<file path="src/rtl/voq_sched_if.sv">
// Scheduler bundle between the VOQ buffers, the output queues and the crossbar.
// The master drives queue status; the slave (scheduler) drives read, write and mux controls.
interface voq_sched_if #(
    parameter int unsigned PORT_NUB = 4
);
    localparam int unsigned WIDTH_SEL = $clog2(PORT_NUB);

    logic                          sched_en;
    logic [PORT_NUB*PORT_NUB-1:0]  voq_empty;
    logic [PORT_NUB-1:0]           out_full;
    logic [PORT_NUB-1:0]           rd_en;
    logic [PORT_NUB*WIDTH_SEL-1:0] rd_sel;
    logic [PORT_NUB-1:0]           wr_en;
    logic [PORT_NUB*WIDTH_SEL-1:0] mux_sel;

    modport master (
        output sched_en, voq_empty, out_full,
        input  rd_en, rd_sel, wr_en, mux_sel
    );

    modport slave (
        input  sched_en, voq_empty, out_full,
        output rd_en, rd_sel, wr_en, mux_sel
    );
endinterface

</file>
<file path="src/rtl/voq_sched.sv">
// Single-iteration round-robin grant/accept matcher for an N-port VOQ switch.
// Reads issue one edge after the match; crossbar writes follow one edge later.
module voq_sched #(
    parameter int unsigned PORT_NUB = 4
) (
    input logic        clk,
    input logic        rst_n,
    voq_sched_if.slave bus
);
    localparam int unsigned N         = PORT_NUB;
    localparam int unsigned WIDTH_SEL = $clog2(PORT_NUB);

    logic [N-1:0][WIDTH_SEL-1:0] g_ptr_q, g_ptr_d;
    logic [N-1:0][WIDTH_SEL-1:0] a_ptr_q, a_ptr_d;
    logic [N-1:0]                rd_en_q, rd_en_d;
    logic [N-1:0][WIDTH_SEL-1:0] rd_sel_q, rd_sel_d;
    logic [N-1:0]                wr_en_q, wr_en_d;
    logic [N-1:0][WIDTH_SEL-1:0] mux_sel_q, mux_sel_d;

    logic [N-1:0][N-1:0]         req;    // [input][output]
    logic [N-1:0][N-1:0]         gnt;    // [output][input]
    logic [N-1:0][N-1:0]         acc;    // [input][output]
    logic                        g_found, a_found;
    logic [WIDTH_SEL-1:0]        g_idx, a_idx;

    // A VOQ read in the previous cycle still shows its stale empty flag, so mask it.
    always_comb begin
        req = '0;
        for (int i = 0; i < N; i++) begin
            for (int j = 0; j < N; j++) begin
                req[i][j] = !bus.voq_empty[i*N+j] && !bus.out_full[j] && bus.sched_en &&
                            !(rd_en_q[i] && (rd_sel_q[i] == WIDTH_SEL'(j)));
            end
        end
    end

    always_comb begin
        gnt     = '0;
        g_found = 1'b0;
        g_idx   = '0;
        for (int j = 0; j < N; j++) begin
            g_found = 1'b0;
            for (int k = 0; k < N; k++) begin
                g_idx = g_ptr_q[j] + WIDTH_SEL'(k);
                if (!g_found && req[g_idx][j]) begin
                    gnt[j][g_idx] = 1'b1;
                    g_found       = 1'b1;
                end
            end
        end
    end

    always_comb begin
        acc     = '0;
        a_found = 1'b0;
        a_idx   = '0;
        for (int i = 0; i < N; i++) begin
            a_found = 1'b0;
            for (int k = 0; k < N; k++) begin
                a_idx = a_ptr_q[i] + WIDTH_SEL'(k);
                if (!a_found && gnt[a_idx][i]) begin
                    acc[i][a_idx] = 1'b1;
                    a_found       = 1'b1;
                end
            end
        end
    end

    always_comb begin
        g_ptr_d   = g_ptr_q;
        a_ptr_d   = a_ptr_q;
        rd_en_d   = '0;
        rd_sel_d  = rd_sel_q;
        wr_en_d   = '0;
        mux_sel_d = mux_sel_q;
        for (int i = 0; i < N; i++) begin
            for (int j = 0; j < N; j++) begin
                if (acc[i][j]) begin
                    rd_en_d[i]  = 1'b1;
                    rd_sel_d[i] = WIDTH_SEL'(j);
                    a_ptr_d[i]  = WIDTH_SEL'(j + 1);
                    g_ptr_d[j]  = WIDTH_SEL'(i + 1);
                end
            end
        end
        // The write stage is derived from last cycle's reads, independent of sched_en.
        for (int i = 0; i < N; i++) begin
            if (rd_en_q[i]) begin
                wr_en_d[rd_sel_q[i]]   = 1'b1;
                mux_sel_d[rd_sel_q[i]] = WIDTH_SEL'(i);
            end
        end
    end

    always_ff @(posedge clk or negedge rst_n) begin
        if (!rst_n) begin
            g_ptr_q   <= '0;
            a_ptr_q   <= '0;
            rd_en_q   <= '0;
            rd_sel_q  <= '0;
            wr_en_q   <= '0;
            mux_sel_q <= '0;
        end else begin
            g_ptr_q   <= g_ptr_d;
            a_ptr_q   <= a_ptr_d;
            rd_en_q   <= rd_en_d;
            rd_sel_q  <= rd_sel_d;
            wr_en_q   <= wr_en_d;
            mux_sel_q <= mux_sel_d;
        end
    end

    assign bus.rd_en   = rd_en_q;
    assign bus.rd_sel  = rd_sel_q;
    assign bus.wr_en   = wr_en_q;
    assign bus.mux_sel = mux_sel_q;
endmodule

</file>
<file path="src/flat_wrapper.sv">
// flat-port wrapper written by rule: the top's interface ports become plain ports
module voq_sched_flat 
#(
    parameter int unsigned PORT_NUB = 4
)
  (clk, rst_n, bus_sched_en, bus_voq_empty, bus_out_full, bus_rd_en, bus_rd_sel, bus_wr_en, bus_mux_sel);
  voq_sched_if #(.PORT_NUB(PORT_NUB)) bus_i ();
  input logic clk;
  input logic rst_n;
  input wire logic [$bits(bus_i.sched_en)-1:0] bus_sched_en;
  input wire logic [$bits(bus_i.voq_empty)-1:0] bus_voq_empty;
  input wire logic [$bits(bus_i.out_full)-1:0] bus_out_full;
  output wire logic [$bits(bus_i.rd_en)-1:0] bus_rd_en;
  output wire logic [$bits(bus_i.rd_sel)-1:0] bus_rd_sel;
  output wire logic [$bits(bus_i.wr_en)-1:0] bus_wr_en;
  output wire logic [$bits(bus_i.mux_sel)-1:0] bus_mux_sel;
  assign bus_i.sched_en = bus_sched_en;
  assign bus_i.voq_empty = bus_voq_empty;
  assign bus_i.out_full = bus_out_full;
  assign bus_rd_en = bus_i.rd_en;
  assign bus_rd_sel = bus_i.rd_sel;
  assign bus_wr_en = bus_i.wr_en;
  assign bus_mux_sel = bus_i.mux_sel;
  voq_sched #(.PORT_NUB(PORT_NUB)) u_core (.clk(clk), .rst_n(rst_n), .bus(bus_i));
endmodule
</file>
<file path="config.mk">
export PLATFORM = sky130hd
export DESIGN_NAME = voq_sched_flat
export DESIGN_NICKNAME = d
export VERILOG_FILES = /design/src/rtl/voq_sched_if.sv /design/src/rtl/voq_sched.sv /design/src/flat_wrapper.sv
export SDC_FILE = /design/constraint.sdc
export NUM_CORES = 1
export LEC_CHECK = 0
export BUFFER_PORTS_ARGS = -buffer_cell sky130_fd_sc_hd__buf_2
export CORE_ASPECT_RATIO = 1.5
export CORE_MARGIN = 3
export CORE_UTILIZATION = 60
export DETAILED_ROUTE_END_ITERATION = 10
export PLACE_DENSITY = 0.8
export SLEW_MARGIN = 10
export SYNTH_ARGS = -nofsm -noshare
export SYNTH_HDL_FRONTEND = slang
export SYNTH_SLANG_ARGS = --single-unit
</file>
<file path="constraint.sdc">
create_clock -name clk -period 10.25 [get_ports clk]
set_clock_uncertainty 0.1 [all_clocks]
set_input_delay 1.025 -clock clk [delete_from_list [all_inputs] [get_ports clk]]
set_output_delay 1.025 -clock clk [all_outputs]
set_load 0.1 [all_outputs]
</file>
==> impl_metrics.toml <==
[final_layout]
nFillCells = 766
ff_latch_area_um2 = 1000
final_cell_area_um2 = 6100
drive_gt1_share_pct = 17.0
diodes = 0
multi_input_comb_area_um2 = 4420
final_cells = 792
nNetsFinal = 763
syn_to_final_growth_pct = 7.49

[sta]
rsz0062_at_grt = "no"
max_freq_mhz = 211
fin_crit_sh_pct = 46.1
period_needed_ns = 4.73
report.final.slew_viol_count = 0
hold_ws_ns = 0.395
tightest_slew_ns = 0.868
finalHoldViolCount = 0
slew_headroom_pct = 42.2
setup_tns_ns = 0
setup_violations = 0

[route]
ant_nets = 0
vias = 5704
wl_mm = 16.5
initialDrtViolationCount = 434
drt_pass1_iterations = 7
routedWlPerCell_um = 20.8
vias_per_cell = 7.20
drc = 0

[worst_setup_path]
required_ns = 10.35
path_cells = "inv_1 > ha_1 > or4b_1 > o32ai_1 > nor2_1 > o211a_1 > a211o_4 > a222oi_1 > o31ai_1 > a221oi_2 > inv_1 > a211oi_2"
cp-start-kind = "flop"
slowest_stage = "a222oi_1"
cp_slowest_stage_delay_ns = 0.69
crit_path_frequent_cell = "inv_1"
path_class = "reg2reg"
worstSetupEndpointType = "flop"
path_max_fanout = 14
crit_arrival_ns = 4.83

[place]
place_hpwl_mm = 12.6
place_inst = 784
port_buffers = 46
place_area_um2 = 5930
gp_congestion = 1.00

[cts]
clk_latency_ns = 0.29
cts_resized = 0
cts_sinks = 40
max-clock-path-buffers = 2
cts_buffers = 5
path_clk_slew_ns = 0.06
cts_max_level = 2
cts_hold_buffers = 0
cts_root_buffer = "clkbuf_16"
cts_setup_buffers = 0
cts_tree = "built"

[logic_synthesis]
synthCells = 653
syn_avg_cell_area_um2 = 8.69
yosysSeqAreaShare_pct = 17.6
syn_area_um2 = 5680
synth_cell_type_count = 77
ys_ff_latch = 40
synth-edff-count = 0
synth_warnings = 0
async_flop_share_pct = 100
syn_nets = 735
synth_ff_type = "dfrtp_1"

[global_routing]
antenna_found_initial = 0
track_usage_pct = 30.3
grt_remaining_overflow = 0
grt_max_degree = 41
grt_pass1_vias = 5474
grt_pass1_wl_mm = 26.6

[floorplanning]
row_count = 42
core_area_um2 = 9040
die_h_um = 125
fp.dieArea_um2 = 10700
start_util_pct = 62.8
die_w_um = 85.4
pin_count = 47

[status]
status = "completed"

[min_path]
hp-class = "reg2reg"

[run]
drv_cap = 0
==> sequential cells by signal (all words and copies together) (netlist names) <==
signal	count
u_core.g_ptr_q	8
u_core.a_ptr_q	8
u_core.bus.rd_en	4
u_core.bus.rd_sel	8
u_core.bus.wr_en	4
u_core.bus.mux_sel	8
==> layout by cell type, fill, tap and decap left out, types with 11 or more instances in the layout <==
cell / instances
a211oi_1: 13
a31oi_1: 13
buf_2: 46
dfrtp_1: 40
ha_1: 59
inv_1: 34
mux4_2: 14
nand2_1: 74
nand2b_1: 22
nand3_1: 44
nand4_1: 15
nor2_1: 22
nor3b_1: 16
o21ai_0: 21
o21ai_1: 11
==> logic make-up (layout without fill, tap and decap cells) <==
kind of cell | after synthesis | in the layout | synth area share (%)
compound gates | 183 | 183 | 27.8
fa+ha+maj | 59 | 59 | 13.0
buf+inv | 64 | 93 | 4.58
flops | 40 | 40 | 17.6
mux | 29 | 29 | 8.38
simple gates | 278 | 278 | 28.6
==> critical path, delay by kind of cell (launching register included) <==
family	cells	cell delay, ns
AND/OR/NAND/NOR	2	0.70
adder cells (fa/ha/maj)	1	0.52
flip-flops	1	0.52
AO/OA/AOI/OAI	7	2.38
buffers and inverters	2	0.42
==> final timing paths <==
kind | to | slack [ns] | from | cells past startpoint
setup / recovery | u_core.g_ptr_q[6] | 5.52 | u_core.g_ptr_q[4] | 12
hold / removal | u_core.bus.mux_sel[3] | 0.39 | u_core.bus.mux_sel[3] | 2
setup reg to reg | u_core.g_ptr_q[6] | 5.52 | u_core.g_ptr_q[4] | 12
hold reg to reg | u_core.bus.mux_sel[3] | 0.39 | u_core.bus.mux_sel[3] | 2
max in group asynchronous | u_core.bus.rd_sel[3] | 8.75 | rst_n | 1
min in group asynchronous | u_core.bus.mux_sel[1] | 0.75 | rst_n | 1
==> layout make-up <==
class	instances	share of cell area, %
Sequential cell	40	16.4
Clock inverter	3	0.759
Tap cell	110	2.26
Inverter	39	2.40
Clock buffer	5	2.05
Multi-Input combinational cell	549	72.4
Timing Repair Buffer	46	3.77
==> per-stage QoR <==
step / utilization (%) / worst slack [ns]
floorplan: - / 6.05
finish: 67.5 / 5.52
detailed placement: 65.6 / 5.39
global placement: 65.6 / 5.52
CTS: 67.5 / 5.58
global route: 67.5 / 5.29
==> synth_stat cells (all sizes together), types with 7 or more instances <==
cell	instances	area, um^2
o221ai	10	87.6
nand3	44	220
mux2	8	90.1
a221oi	19	328
a211oi	14	110
nor3b	22	195
a31oi	13	81.3
o21ai	32	160
nand3b	9	67.6
nor3	8	40.0
nor2	23	93.8
dfrtp	40	1000
or3b	11	96.3
nand2b	22	138
nand2	74	278
buf	12	65.1
inv	37	139
a2111oi	12	119
a21oi	10	50.1
o211ai	7	52.6
mux2i	7	70.1
nand4	16	106
clkbuf	13	48.8
ha	59	738
mux4	14	315
and3b	8	70.1
or3	7	43.8
==> layer usage <==
metal	vias up	global-route usage, %	wire (um)
met2	283	52.3	8060
met3	70	4.48	1090
met4	0	13.5	839
met1	2730	36.8	6470
li1	2621	-	-
met5	-	0	0
Power is not shown: default switching activity piles up to over one toggle a cycle in this logic, so the estimate is an artifact.
